### config.mk
export PLATFORM = sky130hd
export DESIGN_NAME = calc_key_sequencer
export DESIGN_NICKNAME = d
export VERILOG_FILES = /design/src/rtl/calc_pkg.sv /design/src/rtl/calc_digit_accum.sv /design/src/rtl/calc_key_sequencer.sv
export SDC_FILE = /design/constraint.sdc
export NUM_CORES = 1
export LEC_CHECK = 0
export BUFFER_PORTS_ARGS = -buffer_cell sky130_fd_sc_hd__buf_4
export CAP_MARGIN = 20
export CELL_PAD_IN_SITES_DETAIL_PLACEMENT = 1
export CELL_PAD_IN_SITES_GLOBAL_PLACEMENT = 2
export CORE_AREA = 4 4 71 138
export DETAILED_ROUTE_END_ITERATION = 8
export DIE_AREA = 0 0 75 142
export PLACE_DENSITY = 0.83
export SYNTH_ARGS = -nofsm -noshare
export SYNTH_HDL_FRONTEND = slang
export SYNTH_SLANG_ARGS = --single-unit
### constraint.sdc
create_clock -name clk -period 3.52 [get_ports clk]
set_input_delay 0.176 -clock clk [delete_from_list [all_inputs] [get_ports clk]]
set_output_delay 0.176 -clock clk [all_outputs]
set_load 0.01 [all_outputs]
### src/rtl/calc_pkg.sv
// calc_pkg: key codes, operator encodings and FSM states shared by the calculator sequencer.
package calc_pkg;
    localparam int DW = 6;
    localparam logic [3:0] KEY_ADD = 4'd10;
    localparam logic [3:0] KEY_SUB = 4'd11;
    localparam logic [3:0] KEY_MUL = 4'd12;
    localparam logic [3:0] KEY_EQ  = 4'd13;
    localparam logic [3:0] KEY_CLR = 4'd14;
    localparam logic [3:0] KEY_NEG = 4'd15;
    localparam logic [1:0] OP_ADD = 2'b00;
    localparam logic [1:0] OP_SUB = 2'b01;
    localparam logic [1:0] OP_MUL = 2'b10;
    typedef enum logic [2:0] {
        S_IDLE    = 3'd0,
        S_ENTER_A = 3'd1,
        S_ENTER_B = 3'd2,
        S_EXEC    = 3'd3,
        S_RESULT  = 3'd4,
        S_ERROR   = 3'd5
    } state_t;
    function automatic logic is_digit(input logic [3:0] k);
        return k < 4'd10;
    endfunction
    function automatic logic is_op(input logic [3:0] k);
        return k == KEY_ADD || k == KEY_SUB || k == KEY_MUL;
    endfunction
    function automatic logic [1:0] key_op(input logic [3:0] k);
        return (k == KEY_ADD) ? OP_ADD : (k == KEY_SUB) ? OP_SUB : OP_MUL;
    endfunction
endpackage

### src/rtl/calc_digit_accum.sv
// calc_digit_accum: decimal operand entry (magnitude, sign, digit count) with range check.
module calc_digit_accum
    import calc_pkg::*;
#(
    parameter int MAX_DIGITS = 2
) (
    input  logic          clk,
    input  logic          rst_n,
    input  logic          clr,
    input  logic          load,
    input  logic          digit_en,
    input  logic          neg_en,
    input  logic [3:0]    digit,
    output logic [DW-1:0] value,
    output logic          has_digits,
    output logic          out_of_range
);
    localparam int CW = $clog2(MAX_DIGITS + 1);
    logic [DW-1:0] mag_q, mag_d;
    logic          neg_q, neg_d;
    logic [CW-1:0] cnt_q, cnt_d;
    logic [9:0]    next_mag;
    always_comb begin
        next_mag = 10'(mag_q) * 10'd10 + 10'(digit);
        mag_d = mag_q;
        neg_d = neg_q;
        cnt_d = cnt_q;
        if (clr) begin
            mag_d = '0;
            neg_d = 1'b0;
            cnt_d = '0;
        end else if (load) begin
            mag_d = {2'b00, digit};
            neg_d = 1'b0;
            cnt_d = CW'(1);
        end else if (digit_en && cnt_q < CW'(MAX_DIGITS)) begin
            // saturate so an oversized entry can never wrap back into range
            mag_d = (next_mag > 10'd63) ? 6'd63 : next_mag[DW-1:0];
            cnt_d = cnt_q + CW'(1);
        end else if (neg_en && cnt_q != '0) begin
            neg_d = !neg_q;
        end
    end
    always_ff @(posedge clk) begin
        if (!rst_n) begin
            mag_q <= '0;
            neg_q <= 1'b0;
            cnt_q <= '0;
        end else begin
            mag_q <= mag_d;
            neg_q <= neg_d;
            cnt_q <= cnt_d;
        end
    end
    assign value        = neg_q ? -mag_q : mag_q;
    assign has_digits   = cnt_q != '0;
    assign out_of_range = mag_q > 6'd32 || (mag_q == 6'd32 && !neg_q);
endmodule

### src/rtl/calc_key_sequencer.sv
// calc_key_sequencer: keypad FSM that builds two operands, issues one operation and displays the result.
module calc_key_sequencer
    import calc_pkg::*;
#(
    parameter int MAX_DIGITS = 2
) (
    input  logic          clk,
    input  logic          rst_n,
    input  logic          key_valid,
    input  logic [3:0]    key_code,
    output logic [DW-1:0] ain,
    output logic [DW-1:0] bin,
    output logic [1:0]    op_sel,
    output logic          op_valid,
    input  logic [DW-1:0] res_in,
    input  logic          ovf_in,
    output logic [DW-1:0] disp_value,
    output logic          disp_err,
    output logic [2:0]    state_out
);
    state_t        state_q, state_d;
    logic [DW-1:0] ain_q, ain_d, bin_q, bin_d, res_q, res_d;
    logic [1:0]    op_q, op_d;
    logic          kv, dig, opk, eq, clr, neg;
    logic          a_clr, a_load, a_dig, a_neg, b_clr, b_dig, b_neg;
    logic [DW-1:0] a_value, b_value;
    logic          a_has, b_has, a_oor, b_oor;
    calc_digit_accum #(.MAX_DIGITS(MAX_DIGITS)) u_acc_a (
        .clk(clk), .rst_n(rst_n), .clr(a_clr), .load(a_load), .digit_en(a_dig),
        .neg_en(a_neg), .digit(key_code), .value(a_value), .has_digits(a_has),
        .out_of_range(a_oor)
    );
    calc_digit_accum #(.MAX_DIGITS(MAX_DIGITS)) u_acc_b (
        .clk(clk), .rst_n(rst_n), .clr(b_clr), .load(1'b0), .digit_en(b_dig),
        .neg_en(b_neg), .digit(key_code), .value(b_value), .has_digits(b_has),
        .out_of_range(b_oor)
    );
    always_comb begin
        kv      = key_valid && state_q != S_EXEC;
        dig     = kv && is_digit(key_code);
        opk     = kv && is_op(key_code);
        eq      = kv && key_code == KEY_EQ;
        clr     = kv && key_code == KEY_CLR;
        neg     = kv && key_code == KEY_NEG;
        state_d = state_q;
        ain_d   = ain_q;
        bin_d   = bin_q;
        op_d    = op_q;
        res_d   = res_q;
        a_clr   = 1'b0;
        a_load  = 1'b0;
        a_dig   = 1'b0;
        a_neg   = 1'b0;
        b_clr   = 1'b0;
        b_dig   = 1'b0;
        b_neg   = 1'b0;
        if (clr) begin
            state_d = S_IDLE;
            ain_d   = '0;
            bin_d   = '0;
            op_d    = OP_ADD;
            res_d   = '0;
            a_clr   = 1'b1;
            b_clr   = 1'b1;
        end else begin
            case (state_q)
                S_IDLE: if (dig) begin
                    a_load  = 1'b1;
                    state_d = S_ENTER_A;
                end
                S_ENTER_A: begin
                    a_dig = dig;
                    a_neg = neg;
                    if ((opk || eq) && a_oor) state_d = S_ERROR;
                    else if (opk && a_has) begin
                        op_d    = key_op(key_code);
                        ain_d   = a_value;
                        b_clr   = 1'b1;
                        state_d = S_ENTER_B;
                    end
                end
                S_ENTER_B: begin
                    b_dig = dig;
                    b_neg = neg;
                    if ((opk || eq) && b_oor) state_d = S_ERROR;
                    else if (!b_has && opk) op_d = key_op(key_code);
                    else if (b_has && eq) begin
                        bin_d   = b_value;
                        state_d = S_EXEC;
                    end
                end
                S_EXEC: begin
                    res_d   = res_in;
                    state_d = ovf_in ? S_ERROR : S_RESULT;
                end
                S_RESULT: if (dig) begin
                    a_load  = 1'b1;
                    b_clr   = 1'b1;
                    state_d = S_ENTER_A;
                end else if (opk) begin
                    ain_d   = res_q;
                    op_d    = key_op(key_code);
                    b_clr   = 1'b1;
                    state_d = S_ENTER_B;
                end
                default: ;
            endcase
        end
    end
    always_ff @(posedge clk) begin
        if (!rst_n) begin
            state_q <= S_IDLE;
            ain_q   <= '0;
            bin_q   <= '0;
            op_q    <= OP_ADD;
            res_q   <= '0;
        end else begin
            state_q <= state_d;
            ain_q   <= ain_d;
            bin_q   <= bin_d;
            op_q    <= op_d;
            res_q   <= res_d;
        end
    end
    assign ain        = ain_q;
    assign bin        = bin_q;
    assign op_sel     = op_q;
    assign op_valid   = state_q == S_EXEC;
    assign disp_err   = state_q == S_ERROR;
    assign state_out  = state_q;
    assign disp_value = (state_q == S_ENTER_A) ? a_value :
                        (state_q == S_ENTER_B || state_q == S_EXEC) ? b_value :
                        (state_q == S_RESULT || state_q == S_ERROR) ? res_q : '0;
endmodule

# Yosys cells after proc, flatten, opt, wreduce, memory -nomap -nowiden
# Cells that the tools add are included.
# Widths: inputs -> output; s select.
[totals]
rom_bits = 0
latchBits = 0
ramBits = 0
ff_bits = 41
output_inout_bits = 25
inputBits = 14
word_cells = 156
n_memories = 0
[classes]
bitwise = 5
n_addsub = 6
shift = 0
mul = 2
mux = 53
n_div = 0
reduce_logical = 45
n_lt_le_gt_ge = 7
n_eq_ne = 25
[op_table]
columns = ["op", "count"]
rows = [
  ["$mux 6", 11],
  ["$eq 4x4->1 const B", 6],
  ["$mux 3", 8],
  ["$add 10x4->10", 2],
  ["$gt 10x6->1 const B", 2],
  ["$mux 1", 20],
  ["$mul 6x3->9 const B", 2],
  ["$logic_and 1x1->1", 17],
  ["$mux 2", 8],
  ["$pmux 3 s5", 1],
  ["$ne 2x2->1 const B", 7],
  ["$eq 6x6->1 const B", 2],
  ["$gt 6x6->1 const B", 2],
  ["$ne 3x3->1 const B", 4],
  ["$neg 6->6", 2],
  ["$pmux 6 s2", 1],
  ["$mux 4", 2],
  ["$reduce_bool 2->1", 4],
  ["$reduce_or 2->1", 4],
  ["$logic_or 1x1->1", 7],
  ["$reduce_and 7->1", 1],
  ["$eq 3x2->1 const B", 2],
  ["$eq 3x3->1 const B", 2],
  ["$pmux 2 s3", 1],
  ["16 further kinds", 25],
]

# Logic depth before layout (Yosys ltp)
[logic_depth]
word_depth = 10
ltp_mapped = 10
depth_no_buf = 10

# Cells and area by module
# From an unflattened synthesis, not the netlist that was laid out.
[unflattened]
cells_unflattened = 404
area_unflattened_um2 = 3338.2
[by_module_without_submodules]
columns = ["module", "area_each_um2", "seq_area_each_um2", "instances", "cells_per_inst"]
rows = [
  ["calc_digit_accum", 950.9, 180.2, 2, 111],
  ["calc_key_sequencer", 1436.4, 460.4, 1, 182],
]

# Worst setup path before layout
# No wires, ideal clock.
[synth_path]
kind = "register -> register"
start = "register u_acc_a.mag_q[3]"
end = "register u_acc_a.mag_q[0]"
path_buffers = 0
setup_slack_ns = 0.991
arrival_ns = 2.410
period_less_slack_ns = 2.529
stages_incl_launch_ff = 10
t_required_ns = 3.401
setup_ns = 0.119
cell_sequence = "dfxtp_1 > ha_1 > ha_1 > inv_1 > fa_1 > or3b_2 > o221ai_1 > o2111a_1 > a21oi_1 > o221a_2"
[synth_via]
elab_chain_cells = 6
[synth_lines]
columns = ["item", "line_no", "rtl"]
rows = [
  ["from (decl)", "calc_digit_accum.sv:19", "logic [DW-1:0] mag_q, mag_d;"],
  ["from (signal assigned)", "calc_digit_accum.sv:50", "mag_q <= mag_d;"],
  ["$mul 6x3->9", "calc_digit_accum.sv:24", "next_mag = 10'(mag_q) * 10'd10 + 10'(digit);"],
  ["$add 10x4->10", "calc_digit_accum.sv:24", ""],
  ["$gt 10x6->1", "calc_digit_accum.sv:38", "mag_d = (next_mag > 10'd63) ? 6'd63 : next_mag[DW-1:0];"],
  ["$mux 6", "calc_digit_accum.sv:38", ""],
  ["$mux 4", "calc_digit_accum.sv:36", "end else if (digit_en && cnt_q < CW'(MAX_DIGITS)) begin"],
  ["$mux 4", "calc_digit_accum.sv:32", "end else if (load) begin"],
]
# Every way passes these cells. The select of a mux whose other input is x is not followed.
# A chain may end at the register's enable or synchronous reset.

# Final worst setup path
# Ends and elaborated chain as after synthesis.

==> results_dict.tcl <==
set metrics [dict create \
    grtUsageTotal 0.184 \
    core_mm2 0.00871 \
    critPathLaunch "u_acc_a.mag_q[3]" \
    setup_tns_ps 0 \
    syn_nets 408 \
    yosysWarnings 0 \
    slew_violations 0 \
    final_nets 447 \
    dieArea_mm2 0.0107 \
    clk_path_buf_depth 2 \
    power_per_cell_area_mw_per_mm2 509 \
    synthFlopType "dfxtp_1" \
    grt_antenna_before_repair 0 \
    synthCells 364 \
    hold_path_class "primary input to register" \
    num_antenna_cells 0 \
    start_util 0.344 \
    cts_buffers 5 \
    worstPathMaxFanout 6 \
    io_pins 39 \
    cp.arrival_ps 2950 \
    syn2layout_area_growth_pct 18.1 \
    grt_max_degree 23 \
    drt_iter0_markers 89 \
    ctsHoldBuffers 0 \
    finClkSkew_ps 5.32 \
    dr_wl_met2_um 5130 \
    grt-ovfl-total 0 \
    avgRoutedWirePerCell_um 18.3 \
    peakVddDrop_uv 197 \
    synth_edf_count 0 \
    final_util 0.406 \
    die_h_um 142 \
    drt_wl_total_um 9210 \
    relSlewSlack 0.413 \
    syn_area_mm2 0.00299 \
    dieWidth_um 75 \
    row_count 48 \
    met1_length_um 3290 \
    hold_start "res_in[2]" \
    dp.final_hpwl_um 7500 \
    cellLeakagePower_nw 1.50 \
    status "completed" \
    drtPass1Iterations 4 \
    async_flop_share 0 \
    cap_violations 0 \
    cpPeakStageDelay_ps 440 \
    path_cells "ha_1, ha_1, inv_1, fa_1, nor2b_1, a31oi_1, o221ai_1, o2111a_1, a21oi_1, o221a_2" \
    cts_tree "yes" \
    grt_pass1_wl_um 14800 \
    post_cts_buffers 0 \
    vias 2824 \
    finalPower_w 0.00180 \
    worstSetupPathType "register to register" \
    route.met3.wl_um 256 \
    numPortBuffers 38 \
    ctsResizeCount 0 \
    postRouteAntennaNets 0 \
    ys_ff_latch 41 \
    clk_pin_slew_worst_paths_ps 60 \
    start_kind "register" \
    r2r_start "u_acc_a.mag_q[3]" \
    fin_crit_ps 2770 \
    top_layer "met4" \
    clock_latency_ps 290 \
    clock-root-buffer "clkbuf_16" \
    fmax_mhz 362 \
    via_per_inst 5.61 \
    timing.hold.ws_ps 134 \
    place_congestion 0.835 \
    period_share 0.786 \
    cp.required_ps 3700 \
    pre_cts_slack_ps 759 \
    drive_above_1_share 0.161 \
    end_kind "register" \
    grt_pass1_vias 2934 \
    clock_sink_count 41 \
    setup_slack_ps 755 \
    drc_errors 0 \
    finalSetupViolations 0 \
    tightest_slew_ps 878 \
    synth_seq_area_share 0.274 \
    rsz0062_at_grt "no" \
    avgSynthCellArea_um2 8.22 \
    hold_viol 0 \
    cp_common_cell "ha_1" \
    critPathSlowestCell "dfxtp_1" \
    h-tree-depth 2 \
    ys_types 60 \
]
metrics by stage:
stage	cells	instance area, um2
global placement	496	3390
global route	503	3530
finish	503	3530
floorplan	364	2990
detailed placement	496	3390
CTS	503	3530
synth_stat cells (6+ instances only):
master | count | share of area
nor3_1 | 14 | 0.023
clkbuf_1 | 7 | 0.0088
xnor2_1 | 16 | 0.047
o21ai_0 | 18 | 0.030
nor2b_1 | 7 | 0.015
mux2i_1 | 13 | 0.043
dfxtp_1 | 41 | 0.27
nor2_1 | 32 | 0.040
ha_1 | 26 | 0.11
nand2_1 | 36 | 0.045
a22oi_1 | 7 | 0.018
nor3b_1 | 6 | 0.015
inv_1 | 19 | 0.024
nand2b_1 | 7 | 0.015
a21o_1 | 6 | 0.015
a21oi_1 | 22 | 0.037
worst paths after layout:
kind              cells after the start  slack, ps               end
hold reg to reg                       2        460            ain[3]
setup / recovery                     10        750  u_acc_a.mag_q[0]
hold / removal                        3        130          res_q[2]
setup reg to reg                     10        750  u_acc_a.mag_q[0]
power by group:
part / switching [W] / leakage [nW] / internal (W) / total, W
clock network: 0.000187 / 0.0700 / 0.000279 / 0.000465
registers: 0.0000700 / 0.332 / 0.000508 / 0.000578
logic: 0.000441 / 1.10 / 0.000315 / 0.000756
cells in the final DEF (no fill, tap or decap), drive strengths merged, types with 5 or more instances in the layout:
cell    count
a21o        6
nand2b      7
xnor2      16
mux2i      13
nor2       33
nor3b       6
nor3       16
a22oi       7
clkbuf      7
nand3       5
or3b        5
ha         26
inv        19
nand2      36
buf        45
a21oi      23
nor2b       7
o21ai      22
dfxtp      41
a211oi      5
sequential cells by signal, summed over array words and instances, names as in the netlist:
register,flops
ain,6
bin,6
op_sel,2
res_q,6
state_out,3
u_acc_a.cnt_q,2
u_acc_a.mag_q,6
u_acc_a.neg_q,1
u_acc_b.cnt_q,2
u_acc_b.mag_q,6
u_acc_b.neg_q,1
cell families (layout without fill, tap and decap cells):
group / Yosys count / after routing / synth area share
AND/OR/NAND/NOR: 139 / 139 / 0.243
AO/OA/AOI/OAI: 88 / 88 / 0.198
flip-flops: 41 / 41 / 0.274
buffers and inverters: 33 / 72 / 0.0468
adder cells (fa/ha/maj): 30 / 30 / 0.136
XOR/XNOR: 20 / 20 / 0.0586
multiplexers: 13 / 13 / 0.0435
worst max-delay path, delay by kind of cell, from the launching register on:
family,cells,cell delay [ps]
compound gates,5,990
fa+ha+maj,3,920
flops,1,440
simple gates,1,240
buf+inv,1,70
routing by layer:
metal | GRT usage | vias to the layer above
li1 | - | 1375
met1 | 0.185 | 1362
met2 | 0.339 | 63
met3 | 0.0177 | 24
met4 | 0.118 | 0
met5 | 0 | -
area by class of cell:
| cell class | instances | area [um2] |
|---|---|---|
| clock buffers | 7 | 143 |
| fillers | 1054 | 5180 |
| inverters | 20 | 75.1 |
| multi-input cells | 290 | 2030 |
| flip-flops and latches | 41 | 821 |
| well taps | 100 | 125 |
| repair buffers | 45 | 338 |
(Power assumes the default switching activity.)
